$ cat config.mk
export PLATFORM = sky130hd
export DESIGN_NAME = param_cache_flat
export DESIGN_NICKNAME = d
export VERILOG_FILES = /design/src/rtl/param_cache_if.sv /design/src/rtl/param_cache.sv /design/src/flat_wrapper.sv
export SDC_FILE = /design/constraint.sdc
export NUM_CORES = 2
export LEC_CHECK = 0
export BUFFER_PORTS_ARGS = -buffer_cell sky130_fd_sc_hd__buf_2
export CAP_MARGIN = 20
export CORE_MARGIN = 1.5
export CORE_UTILIZATION = 25
export DETAILED_ROUTE_END_ITERATION = 10
export GPL_TIMING_DRIVEN = 0
export PLACE_DENSITY = 0.42
export SYNTH_ARGS = -nofsm -noshare
export SYNTH_HDL_FRONTEND = slang
export SYNTH_SLANG_ARGS = --single-unit
export TNS_END_PERCENT = 30
$ cat constraint.sdc
create_clock -name clk -period 5.7 [get_ports clk]
set_input_delay 0.285 -clock clk [delete_from_list [all_inputs] [get_ports clk]]
set_output_delay 0.285 -clock clk [all_outputs]
set_load 0.01 [all_outputs]
$ cat src/rtl/param_cache_if.sv
// Core-side request/ack bus and backing-memory handshake of param_cache,
// bundled as one interface: slave = the cache, master = core plus memory.
interface param_cache_if #(
    parameter int DATA_W = 16,
    parameter int ADDR_W = 16
);
    // Core load/store side
    logic              req;
    logic              WE;
    logic [ADDR_W-1:0] addr;
    logic [DATA_W-1:0] dataIn;
    logic [DATA_W-1:0] dataOut;
    logic              ack;
    logic              busy;
    logic              hit;

    // Backing data memory side
    logic              memReq;
    logic              memWE;
    logic [ADDR_W-1:0] memAddr;
    logic [DATA_W-1:0] memDataOut;
    logic [DATA_W-1:0] memDataIn;
    logic              memAck;

    modport slave (
        input  req, WE, addr, dataIn, memDataIn, memAck,
        output dataOut, ack, busy, hit, memReq, memWE, memAddr, memDataOut
    );

    modport master (
        output req, WE, addr, dataIn, memDataIn, memAck,
        input  dataOut, ack, busy, hit, memReq, memWE, memAddr, memDataOut
    );
endinterface

$ cat src/rtl/param_cache.sv
// Direct-mapped, write-through, no-write-allocate cache, one word per line.
// Define PARAM_CACHE_STATS_EN to add saturating hitCount/missCount outputs.
module param_cache #(
    parameter int DATA_W  = 16,
    parameter int ADDR_W  = 16,
    parameter int INDEX_W = 6
) (
    input  logic          clk,
    input  logic          rst,
    param_cache_if.slave  bus
`ifdef PARAM_CACHE_STATS_EN
    ,
    output logic [15:0]   hitCount,
    output logic [15:0]   missCount
`endif
);

    localparam int LINES = 1 << INDEX_W;
    localparam int TAG_W = ADDR_W - INDEX_W;

    typedef enum logic [1:0] {
        IDLE,
        MEM_RD,
        MEM_WR
    } state_t;

    state_t              state_q;
    logic [LINES-1:0]    valid_q;
    logic [TAG_W-1:0]    tag_mem  [LINES];
    logic [DATA_W-1:0]   data_mem [LINES];

    logic                ack_q;
    logic                hit_q;
    logic                wr_hit_q;
    logic                memReq_q;
    logic                memWE_q;
    logic [DATA_W-1:0]   dataOut_q;
    logic [ADDR_W-1:0]   memAddr_q;
    logic [DATA_W-1:0]   memDataOut_q;

    // Lookup uses the live request address; a fill uses the captured miss address.
    logic [INDEX_W-1:0]  req_idx;
    logic [TAG_W-1:0]    req_tag;
    logic [INDEX_W-1:0]  fill_idx;
    logic [TAG_W-1:0]    fill_tag;
    logic                lookup_hit;

    assign req_idx    = bus.addr[INDEX_W-1:0];
    assign req_tag    = bus.addr[ADDR_W-1:INDEX_W];
    assign fill_idx   = memAddr_q[INDEX_W-1:0];
    assign fill_tag   = memAddr_q[ADDR_W-1:INDEX_W];
    assign lookup_hit = valid_q[req_idx] && (tag_mem[req_idx] == req_tag);

    logic                line_we_d;
    logic                tag_we_d;
    logic [INDEX_W-1:0]  line_idx_d;
    logic [DATA_W-1:0]   line_data_d;

    // NOTE: every always_comb output gets a default first so no latch is inferred.
    always_comb begin
        line_we_d   = 1'b0;
        tag_we_d    = 1'b0;
        line_idx_d  = req_idx;
        line_data_d = bus.dataIn;
        if (!rst) begin
            if (state_q == MEM_RD && bus.memAck) begin
                line_we_d   = 1'b1;
                tag_we_d    = 1'b1;
                line_idx_d  = fill_idx;
                line_data_d = bus.memDataIn;
            end else if (state_q == IDLE && bus.req && bus.WE && lookup_hit) begin
                line_we_d   = 1'b1;
            end
        end
    end

    // NOTE: data/tag arrays carry no reset; the flopped valid bits mask stale contents.
    always_ff @(posedge clk) begin
        if (line_we_d) data_mem[line_idx_d] <= line_data_d;
        if (tag_we_d)  tag_mem[line_idx_d]  <= fill_tag;
    end

    // NOTE: sequential state uses non-blocking assignments so all flops update together.
    always_ff @(posedge clk) begin
        if (rst) begin
            state_q      <= IDLE;
            valid_q      <= '0;
            ack_q        <= 1'b0;
            hit_q        <= 1'b0;
            wr_hit_q     <= 1'b0;
            memReq_q     <= 1'b0;
            memWE_q      <= 1'b0;
            dataOut_q    <= '0;
            memAddr_q    <= '0;
            memDataOut_q <= '0;
        end else begin
            ack_q <= 1'b0;
            hit_q <= 1'b0;
            case (state_q)
                IDLE: begin
                    if (bus.req) begin
                        if (bus.WE) begin
                            state_q      <= MEM_WR;
                            memReq_q     <= 1'b1;
                            memWE_q      <= 1'b1;
                            memAddr_q    <= bus.addr;
                            memDataOut_q <= bus.dataIn;
                            wr_hit_q     <= lookup_hit;
                        end else if (lookup_hit) begin
                            dataOut_q    <= data_mem[req_idx];
                            ack_q        <= 1'b1;
                            hit_q        <= 1'b1;
                        end else begin
                            state_q      <= MEM_RD;
                            memReq_q     <= 1'b1;
                            memWE_q      <= 1'b0;
                            memAddr_q    <= bus.addr;
                        end
                    end
                end
                MEM_RD: begin
                    if (bus.memAck) begin
                        valid_q[fill_idx] <= 1'b1;
                        dataOut_q         <= bus.memDataIn;
                        ack_q             <= 1'b1;
                        memReq_q          <= 1'b0;
                        state_q           <= IDLE;
                    end
                end
                MEM_WR: begin
                    if (bus.memAck) begin
                        ack_q    <= 1'b1;
                        hit_q    <= wr_hit_q;
                        memReq_q <= 1'b0;
                        memWE_q  <= 1'b0;
                        state_q  <= IDLE;
                    end
                end
                default: state_q <= IDLE;
            endcase
        end
    end

    assign bus.ack        = ack_q;
    assign bus.hit        = hit_q;
    assign bus.busy       = (state_q != IDLE);
    assign bus.dataOut    = dataOut_q;
    assign bus.memReq     = memReq_q;
    assign bus.memWE      = memWE_q;
    assign bus.memAddr    = memAddr_q;
    assign bus.memDataOut = memDataOut_q;

`ifdef PARAM_CACHE_STATS_EN
    logic [15:0] hit_count_q;
    logic [15:0] miss_count_q;

    // Counted in the ack cycle, so the new value is visible one cycle after ack.
    always_ff @(posedge clk) begin
        if (rst) begin
            hit_count_q  <= '0;
            miss_count_q <= '0;
        end else if (ack_q) begin
            if (hit_q) begin
                if (hit_count_q != 16'hFFFF) hit_count_q <= hit_count_q + 16'd1;
            end else begin
                if (miss_count_q != 16'hFFFF) miss_count_q <= miss_count_q + 16'd1;
            end
        end
    end

    assign hitCount  = hit_count_q;
    assign missCount = miss_count_q;
`endif

endmodule

$ cat src/flat_wrapper.sv
// flat-port wrapper written by rule: the top's interface ports become plain ports
module param_cache_flat 
#(
    parameter int DATA_W  = 16,
    parameter int ADDR_W  = 16,
    parameter int INDEX_W = 6
)
  (clk, rst, bus_req, bus_WE, bus_addr, bus_dataIn, bus_memDataIn, bus_memAck, bus_dataOut, bus_ack, bus_busy, bus_hit, bus_memReq, bus_memWE, bus_memAddr, bus_memDataOut);
  param_cache_if #(.DATA_W(DATA_W), .ADDR_W(ADDR_W)) bus_i ();
  input  logic clk;
  input  logic rst;
  input wire logic [$bits(bus_i.req)-1:0] bus_req;
  input wire logic [$bits(bus_i.WE)-1:0] bus_WE;
  input wire logic [$bits(bus_i.addr)-1:0] bus_addr;
  input wire logic [$bits(bus_i.dataIn)-1:0] bus_dataIn;
  input wire logic [$bits(bus_i.memDataIn)-1:0] bus_memDataIn;
  input wire logic [$bits(bus_i.memAck)-1:0] bus_memAck;
  output wire logic [$bits(bus_i.dataOut)-1:0] bus_dataOut;
  output wire logic [$bits(bus_i.ack)-1:0] bus_ack;
  output wire logic [$bits(bus_i.busy)-1:0] bus_busy;
  output wire logic [$bits(bus_i.hit)-1:0] bus_hit;
  output wire logic [$bits(bus_i.memReq)-1:0] bus_memReq;
  output wire logic [$bits(bus_i.memWE)-1:0] bus_memWE;
  output wire logic [$bits(bus_i.memAddr)-1:0] bus_memAddr;
  output wire logic [$bits(bus_i.memDataOut)-1:0] bus_memDataOut;
  assign bus_i.req = bus_req;
  assign bus_i.WE = bus_WE;
  assign bus_i.addr = bus_addr;
  assign bus_i.dataIn = bus_dataIn;
  assign bus_i.memDataIn = bus_memDataIn;
  assign bus_i.memAck = bus_memAck;
  assign bus_dataOut = bus_i.dataOut;
  assign bus_ack = bus_i.ack;
  assign bus_busy = bus_i.busy;
  assign bus_hit = bus_i.hit;
  assign bus_memReq = bus_i.memReq;
  assign bus_memWE = bus_i.memWE;
  assign bus_memAddr = bus_i.memAddr;
  assign bus_memDataOut = bus_i.memDataOut;
  param_cache #(.DATA_W(DATA_W), .ADDR_W(ADDR_W), .INDEX_W(INDEX_W)) u_core (.clk(clk), .rst(rst), .bus(bus_i));
endmodule
; Word-level counts from Yosys, hierarchy flattened
; Memories as Yosys holds them, arrays and structs flattened.
; Cells that the tools add are included.
; Widths: inputs -> output; s select.
[totals]
reg_bits = 119
latch_bits = 0
ram_bits = 1664
rom_bits = 0
input_bits = 53
output_inout_bits = 53
n_memories = 2
[op_classes]
add_sub_neg = 0
multipliers = 0
div = 0
order_cmp = 3
eq_ne = 11
n_shift = 0
muxes = 45
bitwise = 1
n_reduce_logical = 19
[mem_list]
columns = memory, words, width, rd, rd_ports_with_merged_regs, write_ports, line
row1 = u_core.data_mem, 64, 16, 1, 0, 1, param_cache.sv:30  ; logic [DATA_W-1:0] data_mem [LINES];
row2 = u_core.tag_mem, 64, 10, 1, 0, 1, param_cache.sv:29  ; logic [TAG_W-1:0] tag_mem [LINES];
[op_table]
columns = cell, n
row1 = $mux 16, 8
row2 = $or 64x64->64, 1
row3 = $pmux 16 s2, 1
row4 = $mux 1, 23
row5 = $lt 6x7->1 const B, 2
row6 = $mux 6, 2
row7 = $eq 10x10->1, 1
row8 = $ne 2x2->1 const B, 5
row9 = $reduce_and 3->1, 3
row10 = $mux 2, 4
row11 = $pmux 1 s2, 4
row12 = $reduce_and 4->1, 2
row13 = $reduce_bool 2->1, 4
row14 = $bmux 1 s6, 1
row15 = $demux 1 s6, 1
row16 = $ge 6x1->1 const B, 1
row17 = $logic_and 1x1->1, 6
row18 = $reduce_and 5->1, 1
row19 = $ne 2x1->1 const B, 2
row20 = $pmux 2 s2, 1
row21 = $ne 3x3->1 const B, 1
row22 = $eq 2x1->1 const B, 1
row23 = $eq 2x2->1 const B, 1
row24 = $logic_not 2->1, 1
row25 = 2 further kinds, 2

; Depth between registers and ports, before layout
[logic_depth]
ltp_word = 9
depth_mapped = 16
depth_no_buf = 9

; Least setup slack after synthesis
; Ideal clock, no wire load.
[synth_timing]
path_kind = in2reg
start = input bus_addr[1]
end = memory u_core.data_mem[34][0] (enable)
arrival_time_ps = 4889
required_ps = 5270
slack_ps = 380
stages = 14
n_path_buf = 6
path_cell_list = buf_2 > buf_2 > buf_4 > buf_2 > mux2i_1 > nand2_1 > o2111a_1 > or3_1 > a222oi_1 > nand4_1 > o31a_1 > buf_4 > buf_6 > nor4_1
[synth_between]
elab_chain_len = 9
[synth_rtl]
columns = element, line
row1 = from (decl), flat_wrapper.sv:14  ; input wire logic [$bits(bus_i.addr)-1:0] bus_addr;
row2 = $mem_v2 64x10 / $bmux 1 s6 (equally long branches), n/a
row3 = $eq 10x10->1 / $mux 1 (equally long branches), param_cache.sv:52  ; assign lookup_hit = valid_q[req_idx] && (tag_mem[req_idx] == req_tag);
row4 = $logic_and 1x1->1, param_cache.sv:52
row5 = $logic_and 1x1->1, param_cache.sv:71  ; end else if (state_q == IDLE && bus.req && bus.WE && lookup_hit) begin
row6 = $mux 1, param_cache.sv:71
row7 = $mux 1, param_cache.sv:66  ; if (state_q == MEM_RD && bus.memAck) begin
row8 = $mux 1, param_cache.sv:65  ; if (!rst) begin
row9 = $mux 1, param_cache.sv:79  ; if (line_we_d) data_mem[line_idx_d] <= line_data_d;
row10 = $mux 1 (not written as such), param_cache.sv:79
row11 = to (decl), param_cache.sv:30
; Several ways; a longest one is shown, not always the timed one. The select of a mux whose other input is x is not followed.

; Worst setup path after layout
[layout_timing]
start = input bus_addr[1]
end = register u_core.dataOut_q[5] (netlist: u_core.bus.dataOut[5])
[layout_between]
elab_chain_len = 5
[layout_rtl]
columns = element, line
row1 = $mem_v2 64x10 (tied with other cells), n/a
row2 = $eq 10x10->1 (tied with other cells), param_cache.sv:52
row3 = $logic_and 1x1->1 / $mux 16 (equally long branches), "param_cache.sv:52, param_cache.sv:102"
row4 = $ne 2x1->1 (no source line) / $mux 16 (equally long branches), n/a
row5 = $reduce_and 5->1 (no source line) / $pmux 16 s2 (equally long branches), n/a
row6 = to (signal assigned), param_cache.sv:110  ; dataOut_q <= data_mem[req_idx];
row7 = to (signal assigned), param_cache.sv:124  ; dataOut_q <= bus.memDataIn;
row8 = to (decl), param_cache.sv:37  ; logic [DATA_W-1:0] dataOut_q;
; Several ways; a longest one is shown, not always the timed one. The select of a mux whose other input is x is not followed.
; A chain may end at the register's enable or synchronous reset.

==> metrics <==
outcome complete, no violations; Die ar. roughly 280000 sq um; worst hold endpoint u_core.bus.dataOut[8]$_SDFFE_PP0P_; antenna-violating nets left 0; CP endpoint kind register; core area 277000 sq um; fin crit period 5.63 ns; Post-Syn Nets 3470; Lkg Pwr approximately 0.027 uW; CP startpoint kind primary input; hpwl dp 167 mm; initial antenna violation count 15; Vias/cell between 4 and 5; Mean Syn Cell Area slightly above 20 sq um; synthesized flop and latch total 1783; pin count of the biggest net entering global routing 67; fraction of layout instances using a drive strength above 1 33.5%; PD cells 344 nW/um^2; M2 GR Usage about a quarter; RSZ-0062 raised after global routing no; Yosys top cell by area edfxtp_1; Hold Vio Cnt, Final 0; clock sinks 1783; Total GRT Usage between 15 and 20%; CTS root buffer clkbuf_16; Hold Crit Start bus_memDataIn[8]; Yosys cell types 65; YS warnings 0; cell count after placement 7477; max-slew violation count 0; EDFF count, synth 1664; Mapped Area 69700 sq um; Critical R2R Capture u_core.data_mem[49][13]$_DFFE_PP_; Critical Path RT 6.41 ns; Hold Crit Depth 4; WL/cell 29.8 um; vias in the first global route around 38000; fraction of registers with async set/reset 0%; Synth area leaders edfxtp_1 72%, mux4_2 15%, dfxtp_1 3.4%; Layout fillers 26800; R2R cell count 14; initial core utilization about 25%; max incr delay on CP about 0.63 ns; grt met3 use 2.56%; WHS 0.0708 ns; clock slew at reported path FFs 0.06 ns; Worst R2R Start u_core.tag_mem[29][2]$_DFFE_PP_; Peak VDD IR 0.258 mV; GPL Wtd Cong roughly 0.8; Final nets about 4100; gr busiest metal met2; Finished Layout Cells about 8000; H-tree levels 4; critical path cell sequence buf_2 -> buf_4 -> buf_4 -> buf_2 -> buf_4 -> buf_2 -> buf_1 -> buf_8 -> clkbuf_1 -> mux4_2 -> mux4_2 -> mux4_2 -> o221ai_1 -> a21bo_2 -> o221a_2; slowest cell on the critical path mux4_2; Worst-Skew Late Latency 0.87 ns; Setup Crit Path Kind in2reg; CTS buffer count 198; clk_skew 0.0698 ns; CTS tree built; met1 GRT Util 23.6%; first drt pass iteration count 5; crit share post-route 98.7%; DIE WIDTH 531 um; grt ovf 0; Least-Margin Pin Slew 1.18 ns; arrival time worst endpoint 6.33 ns; Syn Inst Count ~3400; most common cell in the netlist edfxtp_1; Ports 106; Core Rows 193; Setup-failing EPs final 0; synth cell count leaders 1664 x edfxtp_1, 474 x mux4_2, 202 x nand2_1, 163 x nor2_1, 119 x dfxtp_1; Post-route DRC 0; die height between 500 and 600 um; Max Cap Viol 0; sequential share of the synthesized area between 70% and 80%; CP Max Fanout 10; Port Buffer Count 100; Hold Crit Class in2reg; clk buf depth 4; r2r setup slk 0.25 ns; Vias 37800; Synth-to-Final Area Change 22.1%; Routed WL 235 mm; top-area cell type share of the netlist area a little under three quarters; max_slew headroom a little over a fifth; Setup TNS 0 ns; first-pass GRT wire length between 300 and 400 mm; ys flop type edfxtp_1; drt initial violations a little over 4000; Max Clk Rate 178 MHz
## kinds of logic after synthesis
group                      after synthesis  share of synthesized area [%]
AOI/OAI and AO/OA                      275                           2.84
xor gates and xnor gates                 5                         0.0628
adders and majority gates                4                         0.0718
buffers and inverters                  223                           1.49
DFF                                   1783                           75.1
muxes                                  591                           17.0
and+or+nand+nor                        532                           3.42
## critical path, delay by kind of cell
kind / cells / cell delay [ns]
compound gates: 3 / 0.82
buf+inv: 9 / 3.55
mux: 3 / 1.60
## cells in the final DEF, fill, tap and decap left out, types with 22 or more instances in the layout
cell              n
edfxtp_1       1664
mux4_2          474
buf_4           210
clkbuf_16       202
nand2_1         183
nor2_1          149
buf_2           146
clkbuf_1        135
dfxtp_1         109
mux2i_1         102
a21oi_1          95
buf_6            53
nor4_2           46
clkinv_1         41
dlygate4sd3_1    39
clkinv_2         37
a22oi_1          33
buf_8            22
## repair_timing
action	in CTS	in global routing
buffers inserted	6	0
hold endpoints to repair	47	0
gates resized for setup	71	13
setup endpoints to repair	1629	138
hold buffers	39	0
pin swaps	14	1
## flip-flops by register name (all words and copies together) (netlist names), 2 cells and up
signal                 flops
u_core.bus.dataOut        16
u_core.bus.memAddr        16
u_core.bus.memDataOut     16
u_core.data_mem         1024
u_core.state_q             2
u_core.tag_mem           640
u_core.valid_q            64
## power breakdown
part / internal [uW] / switching, uW
Sequential: 14400 / 104
Clock: 7390 / 5310
Combinational: 667 / 1340
Total: 22500 / 6750
## worst max-delay path by stage
stage	slack (ns)	startpoint	depth (start not counted)	end
after floorplan	0.38	bus_addr[1]	14	u_core.data_mem[34][0]$_DFFE_PP_
after global placement	-6.01	bus_addr[1]	15	u_core.data_mem[30][11]$_DFFE_PP_
after detailed placement	-2.38	bus_addr[1]	17	u_core.data_mem[23][7]$_DFFE_PP_
after CTS	0.02	bus_addr[0]	18	u_core.data_mem[24][10]$_DFFE_PP_
after global routing	0.007	bus_addr[0]	15	u_core.bus.dataOut[14]$_SDFFE_PP0P_
final	0.07	bus_addr[1]	15	u_core.bus.dataOut[5]$_SDFFE_PP0P_
## cell type report
type	instances	area, sq um	share of cell area [%]
plain buffers	212	1090	1.28
well taps	3705	4640	5.45
inverters	9	33.8	0.0397
clock inverters	114	1100	1.29
multi-input cells	1407	17100	20.1
clock buffers	241	5210	6.13
repair buffers	411	3530	4.15
flip-flops and latches	1783	52400	61.5
diodes	5	12.5	0.0147
## routing by layer
layer  vias up  part of all wire, %
li1      15400                    -
met1     20800                   46
met3       297                  5.7
met5         -                0.020
met2      1309                   46
met4         6                  2.4
## through the flow
stage                     instance area [sq um]  power [uW]  utilization, %  setup slack, ns
after floorplan                           69700       15700               -            0.380
after CTS                                 85000       29500            30.7           0.0247
after global placement                    74800       16700            27.0            -6.01
final                                     85100       29200            30.7           0.0747
after global routing                      85100       30100            30.7          0.00665
after detailed placement                  77900       16800            28.1            -2.38
No activity file was read; power rests on OpenSTA's default activity.
